File: config.mk
export PLATFORM = sky130hd
export DESIGN_NAME = uart_rx_fifo
export DESIGN_NICKNAME = d
export VERILOG_FILES = /design/src/rtl/io_pkg.sv /design/src/rtl/sync_fifo.sv /design/src/rtl/uart_rx_fifo.sv
export SDC_FILE = /design/constraint.sdc
export NUM_CORES = 1
export LEC_CHECK = 0
export BUFFER_PORTS_ARGS = -buffer_cell sky130_fd_sc_hd__buf_2
export CORE_MARGIN = 2
export CORE_UTILIZATION = 55
export CTS_CLUSTER_DIAMETER = 40
export DETAILED_ROUTE_END_ITERATION = 10
export PLACE_DENSITY = 0.72
export SLEW_MARGIN = 25
export SYNTH_ARGS = -nofsm -noshare
export SYNTH_HDL_FRONTEND = slang
export SYNTH_SLANG_ARGS = --single-unit
File: constraint.sdc
create_clock -name clk -period 6.79 [get_ports clk]
set_input_delay 0 -clock clk [delete_from_list [all_inputs] [get_ports clk]]
set_output_delay 0 -clock clk [all_outputs]
set_load 0.05 [all_outputs]
File: src/rtl/io_pkg.sv
// -----------------------------------------------------------------------------
// io_pkg
// Shared types and constants for the IO path serial receive front end.
//   rx_state_t     : UART receiver FSM states
//   ERR_FRAME      : bit index of the framing-error flag in the error vector
//   ERR_OVF        : bit index of the FIFO-overflow flag in the error vector
//   UART_DATA_BITS : data bits per UART character (8N1 framing)
// -----------------------------------------------------------------------------
package io_pkg;

    typedef enum logic [1:0] {
        ST_IDLE  = 2'd0,
        ST_START = 2'd1,
        ST_DATA  = 2'd2,
        ST_STOP  = 2'd3
    } rx_state_t;

    localparam int ERR_FRAME      = 0;
    localparam int ERR_OVF        = 1;
    localparam int UART_DATA_BITS = 8;

endpackage : io_pkg

File: src/rtl/sync_fifo.sv
// -----------------------------------------------------------------------------
// sync_fifo
// Single-clock FIFO with free-running wrap-around pointers and an explicit
// occupancy counter. Storage is not reset; the head word is read straight
// from the array at the read pointer, so rd_data depends only on registers.
//   clk, rstn   : clock, asynchronous active-low reset
//   push        : write push_data this cycle (ignored when full unless pop)
//   push_data   : WIDTH-bit write word
//   pop         : remove the head word this cycle (ignored when empty)
//   rd_data     : word at the head of the FIFO
//   level       : current occupancy, 0..DEPTH
//   full, empty : occupancy status
// -----------------------------------------------------------------------------
module sync_fifo #(
    parameter int WIDTH = 8,
    parameter int DEPTH = 16
) (
    input  logic                     clk,
    input  logic                     rstn,
    input  logic                     push,
    input  logic [WIDTH-1:0]         push_data,
    input  logic                     pop,
    output logic [WIDTH-1:0]         rd_data,
    output logic [$clog2(DEPTH):0]   level,
    output logic                     full,
    output logic                     empty
);

    localparam int AW = $clog2(DEPTH);
    localparam int LW = AW + 1;

    logic [WIDTH-1:0] mem_r [DEPTH];
    logic [AW-1:0]    wr_ptr_r;
    logic [AW-1:0]    rd_ptr_r;
    logic [LW-1:0]    level_r;
    logic             wr_en_s;
    logic             rd_en_s;

    assign full    = (level_r == LW'(DEPTH));
    assign empty   = (level_r == LW'(0));
    assign rd_en_s = pop && !empty;
    // A full FIFO still accepts a write when the head leaves in the same cycle.
    assign wr_en_s = push && (!full || rd_en_s);
    assign rd_data = mem_r[rd_ptr_r];
    assign level   = level_r;

    // Storage array write port (intentionally without reset).
    always_ff @(posedge clk) begin
        if (wr_en_s) begin
            mem_r[wr_ptr_r] <= push_data;
        end
    end

    // Pointer and occupancy bookkeeping.
    always_ff @(posedge clk or negedge rstn) begin
        if (!rstn) begin
            wr_ptr_r <= AW'(0);
            rd_ptr_r <= AW'(0);
            level_r  <= LW'(0);
        end else begin
            if (wr_en_s) begin
                wr_ptr_r <= wr_ptr_r + AW'(1);
            end
            if (rd_en_s) begin
                rd_ptr_r <= rd_ptr_r + AW'(1);
            end
            case ({wr_en_s, rd_en_s})
                2'b10:   level_r <= level_r + LW'(1);
                2'b01:   level_r <= level_r - LW'(1);
                default: level_r <= level_r;
            endcase
        end
    end

endmodule : sync_fifo

File: src/rtl/uart_rx_fifo.sv
// -----------------------------------------------------------------------------
// uart_rx_fifo
// 8N1 UART receiver feeding a byte FIFO whose output is a valid/ready stream.
// Line errors are kept as sticky flags.
//   clk, rstn : clock, asynchronous active-low reset
//   rxd       : asynchronous UART line, idle high
//   out_data  : byte at FIFO head
//   out_vld   : FIFO non-empty
//   out_rdy   : consumer accepts head byte
//   level     : FIFO occupancy
//   err       : sticky flags, [0] framing error, [1] overflow
//   err_clr   : clears both err bits (a same-cycle set wins)
// -----------------------------------------------------------------------------
module uart_rx_fifo
    import io_pkg::*;
#(
    parameter int CLK_PER_BIT = 8,
    parameter int DEPTH       = 16
) (
    input  logic                     clk,
    input  logic                     rstn,
    input  logic                     rxd,
    output logic [7:0]               out_data,
    output logic                     out_vld,
    input  logic                     out_rdy,
    output logic [$clog2(DEPTH):0]   level,
    output logic [1:0]               err,
    input  logic                     err_clr
);

    localparam int CNT_W = $clog2(CLK_PER_BIT);
    localparam logic [CNT_W-1:0] HALF_LOAD = CNT_W'(CLK_PER_BIT / 2 - 1);
    localparam logic [CNT_W-1:0] FULL_LOAD = CNT_W'(CLK_PER_BIT - 1);
    localparam logic [2:0]       LAST_BIT  = 3'(UART_DATA_BITS - 1);

    logic                       sync1_r;
    logic                       rxs_r;
    logic                       rxs_d_r;
    rx_state_t                  state_r;
    logic [CNT_W-1:0]           cnt_r;
    logic [2:0]                 bit_idx_r;
    logic [UART_DATA_BITS-1:0]  shift_r;
    logic [1:0]                 err_r;

    logic                       stop_smp_s;
    logic                       push_req_s;
    logic                       frame_err_s;
    logic                       pop_s;
    logic                       fifo_push_s;
    logic                       ovf_s;
    logic                       full_s;
    logic                       empty_s;

    // Two-flop synchronizer for rxd plus one delayed copy for falling-edge detect.
    always_ff @(posedge clk or negedge rstn) begin
        if (!rstn) begin
            sync1_r <= 1'b1;
            rxs_r   <= 1'b1;
            rxs_d_r <= 1'b1;
        end else begin
            sync1_r <= rxd;
            rxs_r   <= sync1_r;
            rxs_d_r <= rxs_r;
        end
    end

    // Receiver FSM: mid-bit sampling driven by a down-counting baud counter.
    always_ff @(posedge clk or negedge rstn) begin
        if (!rstn) begin
            state_r   <= ST_IDLE;
            cnt_r     <= CNT_W'(0);
            bit_idx_r <= 3'd0;
            shift_r   <= '0;
        end else begin
            case (state_r)
                ST_IDLE: begin
                    // Only a fresh falling edge arms the receiver, so a line
                    // held low after a bad stop bit does not retrigger.
                    if (rxs_d_r && !rxs_r) begin
                        state_r <= ST_START;
                        cnt_r   <= HALF_LOAD;
                    end
                end
                ST_START: begin
                    if (cnt_r == CNT_W'(0)) begin
                        if (rxs_r) begin
                            state_r <= ST_IDLE;
                        end else begin
                            state_r   <= ST_DATA;
                            bit_idx_r <= 3'd0;
                            cnt_r     <= FULL_LOAD;
                        end
                    end else begin
                        cnt_r <= cnt_r - CNT_W'(1);
                    end
                end
                ST_DATA: begin
                    if (cnt_r == CNT_W'(0)) begin
                        shift_r <= {rxs_r, shift_r[UART_DATA_BITS-1:1]};
                        cnt_r   <= FULL_LOAD;
                        if (bit_idx_r == LAST_BIT) begin
                            state_r <= ST_STOP;
                        end else begin
                            bit_idx_r <= bit_idx_r + 3'd1;
                        end
                    end else begin
                        cnt_r <= cnt_r - CNT_W'(1);
                    end
                end
                ST_STOP: begin
                    if (cnt_r == CNT_W'(0)) begin
                        state_r <= ST_IDLE;
                    end else begin
                        cnt_r <= cnt_r - CNT_W'(1);
                    end
                end
                default: begin
                    state_r <= ST_IDLE;
                    cnt_r   <= CNT_W'(0);
                end
            endcase
        end
    end

    assign stop_smp_s  = (state_r == ST_STOP) && (cnt_r == CNT_W'(0));
    assign push_req_s  = stop_smp_s && rxs_r;
    assign frame_err_s = stop_smp_s && !rxs_r;
    assign pop_s       = !empty_s && out_rdy;
    assign fifo_push_s = push_req_s && (!full_s || pop_s);
    assign ovf_s       = push_req_s && full_s && !pop_s;

    sync_fifo #(
        .WIDTH (UART_DATA_BITS),
        .DEPTH (DEPTH)
    ) u_fifo (
        .clk       (clk),
        .rstn      (rstn),
        .push      (fifo_push_s),
        .push_data (shift_r),
        .pop       (pop_s),
        .rd_data   (out_data),
        .level     (level),
        .full      (full_s),
        .empty     (empty_s)
    );

    // Sticky error flags; a set in the same cycle as err_clr wins.
    always_ff @(posedge clk or negedge rstn) begin
        if (!rstn) begin
            err_r <= 2'b00;
        end else begin
            if (frame_err_s) begin
                err_r[ERR_FRAME] <= 1'b1;
            end else if (err_clr) begin
                err_r[ERR_FRAME] <= 1'b0;
            end else begin
                err_r[ERR_FRAME] <= err_r[ERR_FRAME];
            end
            if (ovf_s) begin
                err_r[ERR_OVF] <= 1'b1;
            end else if (err_clr) begin
                err_r[ERR_OVF] <= 1'b0;
            end else begin
                err_r[ERR_OVF] <= err_r[ERR_OVF];
            end
        end
    end

    assign out_vld = !empty_s;
    assign err     = err_r;

endmodule : uart_rx_fifo

==> results.cfg <==
[clocking]
clkTransAtPathRegs_ns = 0.06
cts.path.max_buffers = 2
insertion_delay_ns = 0.43
cts_resized = 0
cts_tree = built
clock-sinks = 162
post-cts-setup-buffers = 0
cts-root-buf = clkbuf_16
h-tree-depth = 4
cts_buffers = 17

[critical_path]
crit_arrival_ns = 3.60
worstRegToRegCells = 11
ff2ff_setup_slack_ns = 3.50
r2r-end = u_fifo.level[4]$_DFFE_PN0P_
worstPathRequired_ns = 7.09
startpoint_type = flop
path_buf_inv = 1
worstSetupPathType = flop to flop
end_kind = flop
r2r_start = state_r[0]$_DFFE_PN0P_
cp_top_family = adder cells
cp_common_cell = ha_1
critPathMaxFanout = 11
crit_path_start = state_r[0]$_DFFE_PN0P_
slowest_stage = a31oi_1
slowest_delay_ns = 0.71
cp_cell_sequence = ha_1 -> nand4b_1 -> a31oi_1 -> inv_2 -> ha_1 -> xor2_1 -> ha_1 -> a21oi_1 -> nor4b_1 -> a21oi_1 -> xnor2_1

[timing]
fin_crit_sh = 0.4853
finalCriticalPeriod_ns = 3.295
rsz0062_at_grt = false
relSlewSlack = 0.3883
finalSetupTns_ns = 0
finalSetupViolCount = 0
worst_pin_slew_ns = 0.9141
max_freq_mhz = 303.5
finalHoldViolCount = 0
fin_skew_ns = 0.01903
drv_slew = 0

[job]
maxCapViolCount = 0

[synthesis]
synthFlopType = edfxtp_1
syn-num-nets = 406
syn-cell-area_mm2 = 0.006792
yosysMostFrequentCell = edfxtp_1
synth_area_leaders = edfxtp_1 (57%), dfrtp_1 (11%), mux4_2 (7.0%), mux4_1 (4.3%), ha_1 (3.1%)
yosysWarnings = 0
synth_top_area_cell = edfxtp_1
synth_top_area_share = 0.5660
yosysSeqAreaShare = 0.6918
ys_ff_latch = 162
ys_types = 45
syn_inst = 384
synthTopCellsByCount = edfxtp_1 (128), dfrtp_1 (31), mux4_2 (21)
async_flop_share = 0.2099
synth.avg_cell_area_um2 = 17.69
synth-edff-count = 128

[die]
std_cell_rows = 40
initial_core_util = 0.5654
ios = 21
fp.dieH_um = 115.1
die_width_um = 115.1
placeableCoreArea_mm2 = 0.01201
die-area_mm2 = 0.01325

[cells_and_area]
drive_gt1_frac = 0.2212
final_cells = 572
nets = 434
diodes = 0
syn2layout_area_growth_pct = 12.49
fill_cells = 845

[power]
p_total_uw = 3234
pwr-share-comb = 0.300
powerDensity_mw_per_mm2 = 423.2
clockPowerShare = 0.299
pwr-share-seq = 0.401
p_int_uw = 2129
irDropWorstVdd_mv = 0.3478
switching_share = 0.3416
leakagePower_uw = 0.002756
p_sw_uw = 1105

[drt]
vias = 3458
drtIter0Drc = 288
drc_errors = 0
drt-vias-per-instance = 6.045
drt_first_pass_iters = 5
drt_wl_total_mm = 12.64
wire_per_inst_um = 22.09
ant_nets = 0

[placed_design]
gp_congestion = 0.8222
io_buffer_count = 20
dpl.cell_count = 536
dpl.hpwl_mm = 7.775

[global_route]
first_global_vias = 3426
overflow = 0
grt_max_degree = 36
grt_pass1_wl_mm = 19.53
grt_usage = 0.2067
antenna_found_initial = 0

[run_status]
outcome = finished clean

[hold_path]
hold_class = input pin to async pin
==> logic make-up (layout without fill, tap and decap cells) <==
group,Yosys count,in the layout,synth area share
adders and majority gates,17,17,0.03132
and+or+nand+nor,70,70,0.05803
muxes,44,44,0.1321
DFF,162,162,0.6918
xor gates and xnor gates,12,12,0.01548
AOI/OAI and AO/OA,48,48,0.04790
buffers and inverters,31,72,0.02340
==> layout make-up <==
type,count,area (µm²),area share
repair buffers,27,162.7,0.02129
flip-flops and latches,162,4701,0.6153
inverters,13,48.80,0.006387
well taps,147,183.9,0.02407
clock inverters,13,166.4,0.02178
multi-input cells,191,1944,0.2545
clock buffers,19,432.9,0.05667
==> worst register-to-register path, delay by kind of cell, from the launching register on <==
family | cells | cell delay [ns]
flip-flops | 1 | 0.40
XOR/XNOR | 2 | 0.32
AO/OA/AOI/OAI | 3 | 0.87
AND/OR/NAND/NOR | 2 | 0.43
buffers and inverters | 1 | 0.25
adder cells (fa/ha/maj) | 3 | 0.89
==> placed cells by master (no fill, tap or decap), types with 5 or more instances in the layout <==
cell       count
nor3_1         5
buf_2         20
clkinv_2       7
mux4_1        11
nor2b_1        6
nor2_1         9
xor2_1         5
inv_1         12
xnor2_1        7
ha_1          17
mux4_2        21
a22o_1         5
clkbuf_16     17
a22oi_1       16
nand3_1        6
a21oi_1       10
mux2_2        12
dfrtp_1       29
edfxtp_1     128
and2_1         5
nand2_1       19
==> power by group through the flow <==
stage | clock, µW | sequential [µW] | combinational (µW)
finish | 968 | 1300 | 969
global route | 1020 | 1310 | 1040
CTS | 982 | 1300 | 976
detailed placement | 0 | 1320 | 974
global placement | 0 | 1310 | 950
floorplan | 0 | 1280 | 784
==> state kept, by name (all words and copies together), names as in the netlist, named ones only <==
| register | count |
|---|---|
| sync1_r | 1 |
| u_fifo.mem_r | 128 |
| rxs_r | 1 |
| err | 2 |
| u_fifo.rd_ptr_r | 4 |
| shift_r | 8 |
| bit_idx_r | 3 |
| u_fifo.wr_ptr_r | 4 |
| u_fifo.level | 5 |
| state_r | 1 |
| cnt_r | 3 |
| rxs_d_r | 1 |
==> layer usage <==
metal / vias up / track usage / part of all wire
li1: 1577 / - / -
met1: 1767 / 0.2991 / 0.46
met2: 99 / 0.3086 / 0.48
met3: 15 / 0.04375 / 0.043
met4: 0 / 0.09157 / 0.019
met5: - / 0 / 0
==> what timing repair did <==
action	4_1_cts	5_1_grt
endpoints found under the hold margin	34	0
hold buffers	4	0
setup endpoints to repair	0	0
==> worst max path at each step <==
stage                                  endpoint  slack (ns)  cells after the start
global route        u_fifo.level[4]$_DFFE_PN0P_        3.19                     11
floorplan           u_fifo.level[4]$_DFFE_PN0P_        4.04                     11
finish              u_fifo.level[4]$_DFFE_PN0P_        3.50                     11
CTS                 u_fifo.level[4]$_DFFE_PN0P_        3.53                     11
detailed placement  u_fifo.level[4]$_DFFE_PN0P_        3.55                     11
global placement    u_fifo.level[2]$_DFFE_PN0P_        3.75                     11
==> metrics by stage <==
stage          hold slack, ns  instance area, µm²  setup WS [ns]  utilization
2_1_floorplan         -0.2956                6792          4.035            -
3_3_place_gp           0.1052                6990          3.750       0.5820
3_5_place_dp           0.1072                6990          3.545       0.5820
4_1_cts                0.1958                7630          3.534       0.6352
5_1_grt                0.2204                7640          3.191       0.6360
6_report               0.1866                7640          3.495       0.6360
No activity file was read; power rests on OpenSTA's default activity.
